`src/rtl/alu_seq_pkg.sv`:
```
// Shared types for the ALU sequencer: opcode and FSM state enums plus the
// wait-counter width.
package alu_seq_pkg;

  localparam int CNT_W = 4;

  typedef enum logic [2:0] {
    OP_ADD = 3'b000,
    OP_SUB = 3'b001,
    OP_MUL = 3'b010,
    OP_DIV = 3'b011,
    OP_EQ  = 3'b100,
    OP_GT  = 3'b101,
    OP_LT  = 3'b110,
    OP_ILL = 3'b111
  } op_t;

  typedef enum logic [1:0] {
    IDLE = 2'd0,
    EXEC = 2'd1,
    DONE = 2'd2
  } state_t;

endpackage

```
`src/rtl/alu_sequencer_if.sv`:
```
// Request/response bundle of the ALU sequencer.
// Handshake: a request transfers on a rising edge where in_valid && in_ready;
// a result transfers on a rising edge where out_valid && out_ready. The
// producer holds its payload stable while its valid is high and unaccepted.
interface alu_sequencer_if;
  logic        in_valid;
  logic        in_ready;
  logic [2:0]  op;
  logic [7:0]  a;
  logic [7:0]  b;
  logic        out_valid;
  logic        out_ready;
  logic [15:0] result;
  logic        flag;
  logic        err;
  logic [7:0]  op_count;

  modport master (
    output in_valid, op, a, b, out_ready,
    input  in_ready, out_valid, result, flag, err, op_count
  );

  modport slave (
    input  in_valid, op, a, b, out_ready,
    output in_ready, out_valid, result, flag, err, op_count
  );
endinterface

```
`src/rtl/alu_datapath.sv`:
```
// Combinational arithmetic/compare unit working on the latched operands.
// The divider exists only when ALU_SEQUENCER_DIV_EN is defined; otherwise
// DIV is reported as an illegal opcode.
module alu_datapath
  import alu_seq_pkg::*;
(
  input  op_t         op,
  input  logic [7:0]  a,
  input  logic [7:0]  b,
  output logic [15:0] result,
  output logic        flag,
  output logic        err
);

  logic [8:0]  sum;
  logic [15:0] prod;

  assign sum  = {1'b0, a} + {1'b0, b};
  assign prod = {8'h00, a} * {8'h00, b};

  // Select the operation result; err covers illegal/disabled ops and /0.
  always_comb begin
    result = 16'h0000;
    flag   = 1'b0;
    err    = 1'b0;
    case (op)
      OP_ADD: begin
        result = {8'h00, sum[7:0]};
        flag   = sum[8];
      end
      OP_SUB: begin
        result = {8'h00, a - b};
        flag   = (a < b);
      end
      OP_MUL: result = prod;
`ifdef ALU_SEQUENCER_DIV_EN
      OP_DIV: begin
        if (b == 8'h00) err = 1'b1;
        else            result = {a % b, a / b};
      end
`endif
      OP_EQ: begin
        flag   = (a == b);
        result = {15'b0, flag};
      end
      OP_GT: begin
        flag   = (a > b);
        result = {15'b0, flag};
      end
      OP_LT: begin
        flag   = (a < b);
        result = {15'b0, flag};
      end
      default: err = 1'b1;
    endcase
  end

endmodule

```
`src/rtl/alu_sequencer.sv`:
```
// Multi-cycle ALU sequencer: accepts one request, waits an opcode-dependent
// number of cycles, then holds the result until the consumer takes it.
// Optional divider: define ALU_SEQUENCER_DIV_EN (DIV_WAIT only matters then).
module alu_sequencer
  import alu_seq_pkg::*;
#(
  parameter int MUL_WAIT = 2,
  parameter int DIV_WAIT = 4
) (
  input  logic              clk,
  input  logic              rst,
  alu_sequencer_if.slave    bus,
  output state_t            fsm_state
);

  localparam logic [CNT_W-1:0] MUL_LOAD = CNT_W'(MUL_WAIT - 1);
`ifdef ALU_SEQUENCER_DIV_EN
  localparam logic [CNT_W-1:0] DIV_LOAD = CNT_W'(DIV_WAIT - 1);
`endif

  state_t           state;
  logic [CNT_W-1:0] cnt;
  op_t              op_q;
  logic [7:0]       a_q;
  logic [7:0]       b_q;
  logic [15:0]      result_q;
  logic             flag_q;
  logic             err_q;
  logic [7:0]       count_q;

  logic [15:0]      dp_result;
  logic             dp_flag;
  logic             dp_err;

  // Counter preload is N-1 so DONE is reached exactly N edges after accept.
  function automatic logic [CNT_W-1:0] wait_load(input op_t o);
    case (o)
      OP_MUL:  return MUL_LOAD;
`ifdef ALU_SEQUENCER_DIV_EN
      OP_DIV:  return DIV_LOAD;
`endif
      default: return '0;
    endcase
  endfunction

  alu_datapath u_datapath (
    .op     (op_q),
    .a      (a_q),
    .b      (b_q),
    .result (dp_result),
    .flag   (dp_flag),
    .err    (dp_err)
  );

  // Sequencer FSM: latch request, count down, register result, await take.
  always_ff @(posedge clk or posedge rst) begin
    if (rst) begin
      state    <= IDLE;
      cnt      <= '0;
      op_q     <= OP_ADD;
      a_q      <= 8'h00;
      b_q      <= 8'h00;
      result_q <= 16'h0000;
      flag_q   <= 1'b0;
      err_q    <= 1'b0;
      count_q  <= 8'h00;
    end else begin
      case (state)
        IDLE: begin
          if (bus.in_valid) begin
            op_q  <= op_t'(bus.op);
            a_q   <= bus.a;
            b_q   <= bus.b;
            cnt   <= wait_load(op_t'(bus.op));
            state <= EXEC;
          end
        end
        EXEC: begin
          if (cnt == '0) begin
            result_q <= dp_result;
            flag_q   <= dp_flag;
            err_q    <= dp_err;
            state    <= DONE;
          end else begin
            cnt <= cnt - 1'b1;
          end
        end
        DONE: begin
          if (bus.out_ready) begin
            count_q <= count_q + 8'd1;
            state   <= IDLE;
          end
        end
        default: state <= IDLE;
      endcase
    end
  end

  assign bus.in_ready  = (state == IDLE);
  assign bus.out_valid = (state == DONE);
  assign bus.result    = result_q;
  assign bus.flag      = flag_q;
  assign bus.err       = err_q;
  assign bus.op_count  = count_q;
  assign fsm_state     = state;

endmodule

```
`src/flat_wrapper.sv`:
```
// flat-port wrapper written by rule: the top's interface ports become plain ports
module alu_sequencer_flat import alu_seq_pkg::*;
#(
  parameter int MUL_WAIT = 2,
  parameter int DIV_WAIT = 4
)
  (clk, rst, fsm_state, bus_in_valid, bus_op, bus_a, bus_b, bus_out_ready, bus_in_ready, bus_out_valid, bus_result, bus_flag, bus_err, bus_op_count);
  alu_sequencer_if bus_i ();
  input  logic clk;
  input  logic rst;
  output state_t fsm_state;
  input wire logic [$bits(bus_i.in_valid)-1:0] bus_in_valid;
  input wire logic [$bits(bus_i.op)-1:0] bus_op;
  input wire logic [$bits(bus_i.a)-1:0] bus_a;
  input wire logic [$bits(bus_i.b)-1:0] bus_b;
  input wire logic [$bits(bus_i.out_ready)-1:0] bus_out_ready;
  output wire logic [$bits(bus_i.in_ready)-1:0] bus_in_ready;
  output wire logic [$bits(bus_i.out_valid)-1:0] bus_out_valid;
  output wire logic [$bits(bus_i.result)-1:0] bus_result;
  output wire logic [$bits(bus_i.flag)-1:0] bus_flag;
  output wire logic [$bits(bus_i.err)-1:0] bus_err;
  output wire logic [$bits(bus_i.op_count)-1:0] bus_op_count;
  assign bus_i.in_valid = bus_in_valid;
  assign bus_i.op = bus_op;
  assign bus_i.a = bus_a;
  assign bus_i.b = bus_b;
  assign bus_i.out_ready = bus_out_ready;
  assign bus_in_ready = bus_i.in_ready;
  assign bus_out_valid = bus_i.out_valid;
  assign bus_result = bus_i.result;
  assign bus_flag = bus_i.flag;
  assign bus_err = bus_i.err;
  assign bus_op_count = bus_i.op_count;
  alu_sequencer #(.MUL_WAIT(MUL_WAIT), .DIV_WAIT(DIV_WAIT)) u_core (.clk(clk), .rst(rst), .bus(bus_i), .fsm_state(fsm_state));
endmodule
```
`config.mk`:
```
export PLATFORM = sky130hd
export DESIGN_NAME = alu_sequencer_flat
export DESIGN_NICKNAME = d
export VERILOG_FILES = /design/src/rtl/alu_seq_pkg.sv /design/src/rtl/alu_sequencer_if.sv /design/src/rtl/alu_datapath.sv /design/src/rtl/alu_sequencer.sv /design/src/flat_wrapper.sv
export SDC_FILE = /design/constraint.sdc
export NUM_CORES = 1
export LEC_CHECK = 0
export CAP_MARGIN = 20
export CORE_MARGIN = 2
export CORE_UTILIZATION = 60
export DETAILED_ROUTE_END_ITERATION = 7
export GPL_TIMING_DRIVEN = 0
export PLACE_DENSITY = 0.9
export SYNTH_ARGS = -nofsm -noshare
export SYNTH_HDL_FRONTEND = slang
export SYNTH_HIERARCHICAL = 1
export SYNTH_SLANG_ARGS = --single-unit
```
`constraint.sdc`:
```
create_clock -name clk -period 9.85 [get_ports clk]
set_input_delay 1.97 -clock clk [delete_from_list [all_inputs] [get_ports clk]]
set_output_delay 1.97 -clock clk [all_outputs]
set_load 0.01 [all_outputs]
```
# Word level (Yosys, flattened, before mapping)

Index checks and enable logic that the tools add are counted.

Register bits after elaboration: 51
Input bits: 23
Output and inout port bits: 30
Logic and storage cells: 51

$add $sub $neg: 4
Multiply operators: 1
Order comparisons: 2
Equality and inequality tests: 13
Multiplexer cells: 11
Reduce and logical (&&, ||, !) cells: 11

Operators by type and width:

| operator                                                              | count |
|---|---|
| 16-bit one-hot mux with 6 select lines                                | 1 |
| 8-bit by 8-bit multiplier with 16-bit output                          | 1 |
| 8-bit by 8-bit adder with 9-bit output                                | 1 |
| 3-bit equality test, second input constant                            | 3 |
| 8-bit by 1-bit adder with 8-bit output, second input constant         | 1 |
| 8-bit equality test                                                   | 1 |
| 8-bit > comparator                                                    | 1 |
| 8-bit < comparator                                                    | 1 |
| 4-bit two-way mux                                                     | 2 |
| 4-bit one-hot mux with 2 select lines                                 | 1 |
| 8-bit subtractor                                                      | 1 |
| 3-bit by 2-bit equality test with 1-bit output, second input constant | 2 |
| 2-bit two-way mux                                                     | 3 |
| 2-bit != test, second input constant                                  | 3 |
| 2-bit one-hot mux with 3 select lines                                 | 1 |
| 2-bit AND reduction                                                   | 3 |
| 3-bit AND reduction                                                   | 2 |
| 6-bit OR reduction                                                    | 1 |
| 4-bit logical NOT                                                     | 1 |
| 1-bit one-hot mux with 4 select lines                                 | 1 |
| 4-bit by 1-bit subtractor with 4-bit output, second input constant    | 1 |
| 3-bit by 1-bit equality test with 1-bit output, second input constant | 1 |
| 3-bit logical NOT                                                     | 1 |
| 2-bit by 1-bit equality test with 1-bit output, second input constant | 1 |
| 6 further kinds                                                       | 7 |

# Depth between registers and ports, before layout

Word-level depth: 4
Depth in mapped cells: 18
Mapped depth without buffers: 18

# Hierarchy

The synthesis kept the hierarchy.

By module, submodules not included:

| module        | times used | cells an instance | area each (µm²) | sequential area each (µm²) |
|---|---|---|---|---|
| alu_datapath  | 1          | 359               | 2,875.3         | 0.0 |
| alu_sequencer | 1          | 140               | 2,103.3         | 1,276.2 |

# Worst setup path after synthesis

OpenSTA, ideal clock, no wires.

Kind: reg-to-reg
Start: register u_core.a_q[1]
End: register u_core.result_q[15], in the netlist u_core/bus.result[15]
Library setup time: 0.125 ns
Data arrival time: 4.341 ns
Required time: 9.725 ns
Path slack: 5.384 ns
Cell stages (with the launch flop): 16
Path buffers: 0
Period minus slack after synthesis: 4.466 ns
Path through: dfrtp_1 > and2_1 > fa_1 > fa_1 > fa_1 > inv_1 > fa_1 > inv_1 > ha_1 > or2_1 > o21bai_2 > a21o_1 > o32ai_2 > xnor2_1 > nor2_1 > mux2_4

Cells in the longest elaborated chain, start to end: 2

Ends and longest elaborated chain:

| what                                         | RTL line            | source |
|---|---|---|
| from (decl)                                  | alu_sequencer.sv:24 | `logic [7:0] a_q;` |
| from (signal assigned)                       | alu_sequencer.sv:72 | `a_q <= bus.a;` |
| 8-bit by 8-bit multiplier with 16-bit output | alu_datapath.sv:19  | `assign prod = {8'h00, a} * {8'h00, b};` |
| 16-bit one-hot mux with 6 select lines       | alu_datapath.sv:26  | `case (op)` |
| named net u_core.dp_result[15]               | alu_sequencer.sv:31 | `logic [15:0] dp_result;` |
| to (signal assigned)                         | alu_sequencer.sv:80 | `result_q <= dp_result;` |
| to (decl)                                    | alu_sequencer.sv:26 | `logic [15:0] result_q;` |

The timed path passes the listed nets, and every way through them passes these cells.
A chain may end at the register's enable or synchronous reset.

# Worst setup path after layout

Start: register u_core.a_q[1]
End: register u_core.result_q[12], in the netlist u_core/bus.result[12]

The elaborated chain is that of the path after synthesis.

==> impl_metrics.csv <==
group,metric,value,unit
finish,final_cell_mix,"69 x inv_1, 54 x ha_1, 52 x clkdlybuf4s50_1",
cts,post_cts_buffers,0,
drt,drtPass1Iterations,5,
drt,drt_iter0_drc,159,
worst_setup_path,critPathRequiredTime,10.07,ns
worst_setup_path,critical_path.cell_chain,"and2_1, fa_1, fa_1, inv_1, fa_1, fa_1, inv_1, ha_1, a21oi_1, nor2b_1, nor4_1, o31ai_1, xnor2_1, nor2_1, mux2_2",
worst_setup_path,crit_buf_inv,2,
global_routing,antenna_found_initial,0,
synth,synth.largest_area_cell,"dfrtp_1",
finish,ff_latch_area,1280,um2
place,place_hpwl,8990,um
worst_setup_path,worst_path_max_delay_cell,"dfrtp_1",
synth,synth-xor-area-share,3.69,%
floorplan,initial_utilization,61.2,%
drt,drc,0,
floorplan,io_pins,53,
worst_setup_path,cp_slowest_stage_delay,0.57,ns
finish,nNetsFinal,674,
synth,async_flop_share,100,%
cts,cts_tree,"done",
worst_setup_path,critPathKind,"reg2reg",
worst_setup_path,crit_family,"adder cells",
global_routing,grtUsageTotal,27.4,%
worst_setup_path,worstPathArrival,5.24,ns
worst_setup_path,cpMostUsedCell,"fa_1",
finish,drive_above_1_share,11.4,%
finish,layout_commonest_cell,"inv_1",
floorplan,core_area,8130,um2
synth,ys_seq_area_share,25.6,%
synth,synth_seq_cells,51,
drt,wire_per_inst,17.4,um
min_path,hp-class,"reg2reg",
cts,cts_hold_buf,0,
sta,finalClockSkew,0.00633,ns
floorplan,rows,33,
floorplan,die_y,95.1,um
floorplan,fp.dieW,95.1,um
worst_setup_path,start_kind,"register",
worst_setup_path,end_kind,"register",
sta,max_freq,199,MHz
global_routing,grtUsageMet1,34.2,%
cts,cts_root_buf,"clkbuf_8",
cts,clkSlewWorstSetupHoldPaths,0.12,ns
sta,period_needed,5.02,ns
synth,synth-simple-area-share,15.5,%
floorplan,die_area,9040,um2
sta,finalSetupViolations,0,
finish,multiInputGateArea,3390,um2
sta,rsz0062_at_grt,"false",
global_routing,grt-ovfl-total,0,
drt,routed_wl,11600,um
synth,synth_cells,499,
finish,antenna_cells,0,
finish,n_fill_cell,590,
cts,htreeDepth,2,
synth,avgSynthCellArea,9.98,um2
status,status,"finished clean",
drt,drtAntennaViolNets,0,
synth,netlist.area_leader.share,25.6,%
synth,synth-compound-area-share,9.80,%
synth,synthAdderAreaFrac,28.9,%
sta,finalCritPeriodShare,50.9,%
synth,yosysUniqueCellTypes,58,
synth,synth_mux_area_share,10.3,%
global_routing,grtUsageMet2,49.0,%
job,maxCapViolations,0,
synth,synth_edf_count,0,
synth,syn_area,4980,um2
place,place_congestion,0.924,
worst_setup_path,cp_max_fo,12,
synth,synth_nets,614,
sta,drv_slew,0,
finish,finalInstanceArea,5750,um2
cts,clock_sinks,51,
drt,avgViaCountPerCell,5.87,
global_routing,use_met3,3.87,%
place,numPortBuffers,52,
finish,final_util,70.7,%
synth,synth_top_family_by_area,"adder cells",
drt,vias,3904,
sta,finalSetupTns,0,ns
sta,worst-slew-pin-transition,0.619,ns
global_routing,grt_max_degree,42,
synth,yosys_warnings,6,
synth,synthFlopType,"dfrtp_1",
cts,clock_latency,0.32,ns
finish,area_growth,15.6,%
global_routing,grt_busiest_layer,"met2",
cts,clk_path_buf_depth,2,
sta,slew_headroom,58.3,%
sta,hold_viol_final,0,
place,place_area,5650,um2
cts,cts_made_buffers,5,
global_routing,grt_pass1_vias,4007,
global_routing,grt_first_pass_wirelength,19100,um
cts,post_cts_resized,0,
synth,synth_area_leaders,"dfrtp_1 26%, fa_1 15%, ha_1 14%, mux2_2 6.8%, inv_1 5.3%",
## cell type report
class,count,area share [%]
Multi-Input combinational cell,370,58.9
Sequential cell,51,22.2
Timing Repair Buffer,53,9.40
Inverter,70,4.57
Tap cell,105,2.28
Clock buffer,5,1.20
Buffer,8,0.848
Clock inverter,3,0.587
## kinds of logic after synthesis
family | Yosys count
compound gates | 72
mux | 43
simple gates | 142
flops | 51
xor+xnor | 21
fa+ha+maj | 92
buf+inv | 78
## worst register-to-register path: cells and delay by family, from the launching register on
| kind | cells | cell delay (ns) |
|---|---|---|
| muxes | 1 | 0.28 |
| xor gates and xnor gates | 1 | 0.24 |
| DFF | 1 | 0.57 |
| and+or+nand+nor | 4 | 1.01 |
| AOI/OAI and AO/OA | 2 | 0.39 |
| adders and majority gates | 5 | 2.35 |
| buffers and inverters | 2 | 0.09 |
## cells in the mapped netlist, types with 3 or more instances
| master | instances |
|---|---|
| inv_1 | 70 |
| ha_1 | 54 |
| dfrtp_1 | 51 |
| and2_1 | 41 |
| fa_1 | 38 |
| mux2_2 | 30 |
| nand2_1 | 30 |
| nor2_1 | 27 |
| a21oi_1 | 17 |
| o21ai_0 | 14 |
| xnor2_1 | 12 |
| mux2_4 | 9 |
| xor2_1 | 9 |
| nand3_1 | 8 |
| nor3_1 | 8 |
| a211oi_1 | 5 |
| o211ai_1 | 5 |
| clkbuf_1 | 4 |
| mux2i_1 | 4 |
| nor2b_1 | 4 |
| a21o_1 | 3 |
| buf_4 | 3 |
| nor3b_1 | 3 |
| nor4_1 | 3 |
| o21a_1 | 3 |
| o22ai_1 | 3 |
| or3_1 | 3 |
## final timing paths
| path | cells past startpoint | slack [ns] | start | end |
|---|---|---|---|---|
| hold / removal | 1 | 0.49 | u_core/bus.op_count[7] | u_core/bus.op_count[7] |
| setup reg to reg | 15 | 4.83 | u_core/a_q[1] | u_core/bus.result[12] |
| setup / recovery | 15 | 4.83 | u_core/a_q[1] | u_core/bus.result[12] |
| min in group asynchronous | 2 | 1.88 | rst | u_core/bus.result[7] |
| hold reg to reg | 1 | 0.49 | u_core/bus.op_count[7] | u_core/bus.op_count[7] |
| max in group asynchronous | 3 | 7.47 | rst | u_core/a_q[3] |
## state kept, by name, indices dropped and copies added (netlist names)
| signal | flops |
|---|---|
| u_core/bus.result | 16 |
| u_core/a_q | 8 |
| u_core/b_q | 8 |
| u_core/bus.op_count | 8 |
| u_core/cnt | 4 |
| u_core/op_q | 3 |
| u_core/fsm_state | 2 |
| u_core/bus.err | 1 |
| u_core/bus.flag | 1 |
## stage by stage
stage / instances / hold WS [ns] / worst slack (ns)
6_report: 665 / 0.486 / 4.83
5_1_grt: 665 / 0.487 / 4.49
4_1_cts: 665 / 0.481 / 4.86
3_5_place_dp: 657 / 0.462 / 4.89
3_3_place_gp: 656 / 0.458 / 5.01
2_1_floorplan: 499 / 0.497 / 5.38
## routing by layer
layer | vias up | part of all wire (%)
li1 | 1792 | -
met1 | 1949 | 41
met2 | 136 | 52
met3 | 27 | 4.8
met4 | 0 | 2.3
met5 | - | 0
Power is left out: the tool's default activity adds up to more than one toggle a clock period on the data nets, which glitch-free logic cannot reach.
==> patch, RTL diff (same settings) <==
Make the reset (`rst`) synchronous in one clocked block.
--- a/src/rtl/alu_sequencer.sv
+++ b/src/rtl/alu_sequencer.sv
@@ -53,7 +53,7 @@
   );
 
   // Sequencer FSM: latch request, count down, register result, await take.
-  always_ff @(posedge clk or posedge rst) begin
+  always_ff @(posedge clk) begin
     if (rst) begin
       state    <= IDLE;
       cnt      <= '0;
Check against the original RTL: not equivalent (Yosys sat finds a counterexample within 4 cycles, from zero or initial values and one cycle with rst high; the reset may be asserted at any time).
==> patch against the unedited design <==
- critical path depth up 1
- global-route usage up 2.7 points
- synthesized area up 0.15%
- cell count up 16%
- core utilization down 0.15 points
- setup slack worse by 0.60 ns
- routed wire length up 15%
- design area down 0.22%
- first-iteration DRC count up 140%
- sequential cell count unchanged
Power is left out: it rests on default switching activity, and per cell area and clock period it moved more than threefold.
==> patch: results <==
group,metric,value,unit
outcome,outcome,"complete, no violations",
logic_synthesis,synth_cell_type_count,64,
worst_setup_path,cp.arrival,5.86,ns
placement,hpwlAfterDp,10.40,mm
timing,finalClockSkew,0.009950,ns
logic_synthesis,synth.net_count,722,
worst_setup_path,crit_path_top_delay_cell,"nor4_1",
clocking,post_cts_buffers,0,
clocking,htree_levels,2,
final_layout,nNetsFinal,780,
grt,grt_max_degree,17,
final_layout,multi_input_gates,461,
placement,pre_cts_ws,4.408,ns
timing,tightest_slew,0.9767,ns
final_layout,clkCellAreaFrac,1.962,%
placement,place_congestion,0.9475,
grt,grtUsageTotal,30.14,%
grt,antenna_found_initial,0,
grt,grt_pass1_vias,4509,
logic_synthesis,synth_top_cells_by_count,"71 x inv_1, 66 x nand2_1, 59 x a21oi_1, 54 x ha_1, 51 x dfxtp_1",
logic_synthesis,synth_ff_type,"dfxtp_1",
final_layout,drive_above_1_share,4.955,%
clocking,numCtsBuffers,5,
final_layout,antenna_cells,0,
final_layout,fin_cells,771,
final_layout,n_all_buffers,75,
logic_synthesis,synth-seq-area-share,20.48,%
final_layout,inv_count,71,
final_layout,seq-cell-share,17.79,%
final_layout,n_sequential_cell,51,
logic_synthesis,yosys-top-cells-area,"dfxtp_1 20%, fa_1 15%, ha_1 14%",
final_layout,multi_input_area,0.003568,mm2
logic_synthesis,synth_area_per_cell,8.214,um2
final_layout,nonClkBufAreaFrac,11.16,%
final_layout,largest_reg_flops,16,
final_layout,num-fill-cells,605,
worst_setup_path,cpPeakStageDelay,0.77,ns
detailed_routing,drt_wl_total,13.26,mm
logic_synthesis,synthArstFlopShare,0,%
detailed_routing,avgViaCountPerCell,6.039,
clocking,clock_path_buffers,2,
clocking,path_clk_slew,0.10,ns
hold_path,hold_path_depth,2,
grt,grt_pass1_wl,21.39,mm
detailed_routing,drt_iter0_markers,375,
placement,place_inst,763,
clocking,cts.root.buffer_cell,"clkbuf_8",
placement,portBuffers,51,
detailed_routing,dr.pass1.iters,5,
worst_setup_path,worstRegToRegCells,16,
patch: changes by cell type after synthesis, moves of 5 or more:
cell	delta
dfxtp_1	+51
o21ai_0	+18
dfrtp_1	-51
buf_2	+5
nand3_1	+19
mux2_4	-9
clkbuf_1	+9
a21oi_1	+42
mux2_2	-29
nand2_1	+36
patch: critical path, delay by kind of cell (launching register included):
family,cells,cell delay [ns]
buffers and inverters,3,0.17
DFF,1,0.75
and+or+nand+nor,6,1.82
AOI/OAI and AO/OA,2,0.31
adders and majority gates,5,2.49
patch: worst paths after layout:
check                                                        from                                 end  slack (ns)
worst min register to register  u_core/bus.result[0]$_SDFFE_PP0P_   u_core/bus.result[0]$_SDFFE_PP0P_        0.49
worst max register to register         u_core/a_q[1]$_SDFFE_PP0P_  u_core/bus.result[14]$_SDFFE_PP0P_        4.23
worst max-delay path                   u_core/a_q[1]$_SDFFE_PP0P_  u_core/bus.result[14]$_SDFFE_PP0P_        4.23
worst min-delay path            u_core/bus.result[0]$_SDFFE_PP0P_   u_core/bus.result[0]$_SDFFE_PP0P_        0.49
patch: per-stage QoR:
step / utilization (%) / area [um2]
floorplan: - / 4986
global placement: 69.19 / 5628
detailed placement: 69.19 / 5628
CTS: 70.57 / 5741
global route: 70.57 / 5741
finish: 70.57 / 5741
patch: layer usage:
layer	vias up	share of wire, %	track usage (%)
met2	205	49	51.70
met3	28	7.5	4.664
met4	0	2.1	9.420
met5	-	0	0
met1	2249	41	39.00
li1	2174	-	-
patch: cells by family (layout without fill, tap and decap cells):
group	after synthesis	count (layout)	synth area share, %
multiplexers	4	4	0.8281
buffers and inverters	95	154	7.955
flip-flops	51	51	20.48
adder cells (fa/ha/maj)	92	92	28.81
XOR/XNOR	16	16	2.810
AO/OA/AOI/OAI	141	141	17.34
AND/OR/NAND/NOR	208	208	21.78
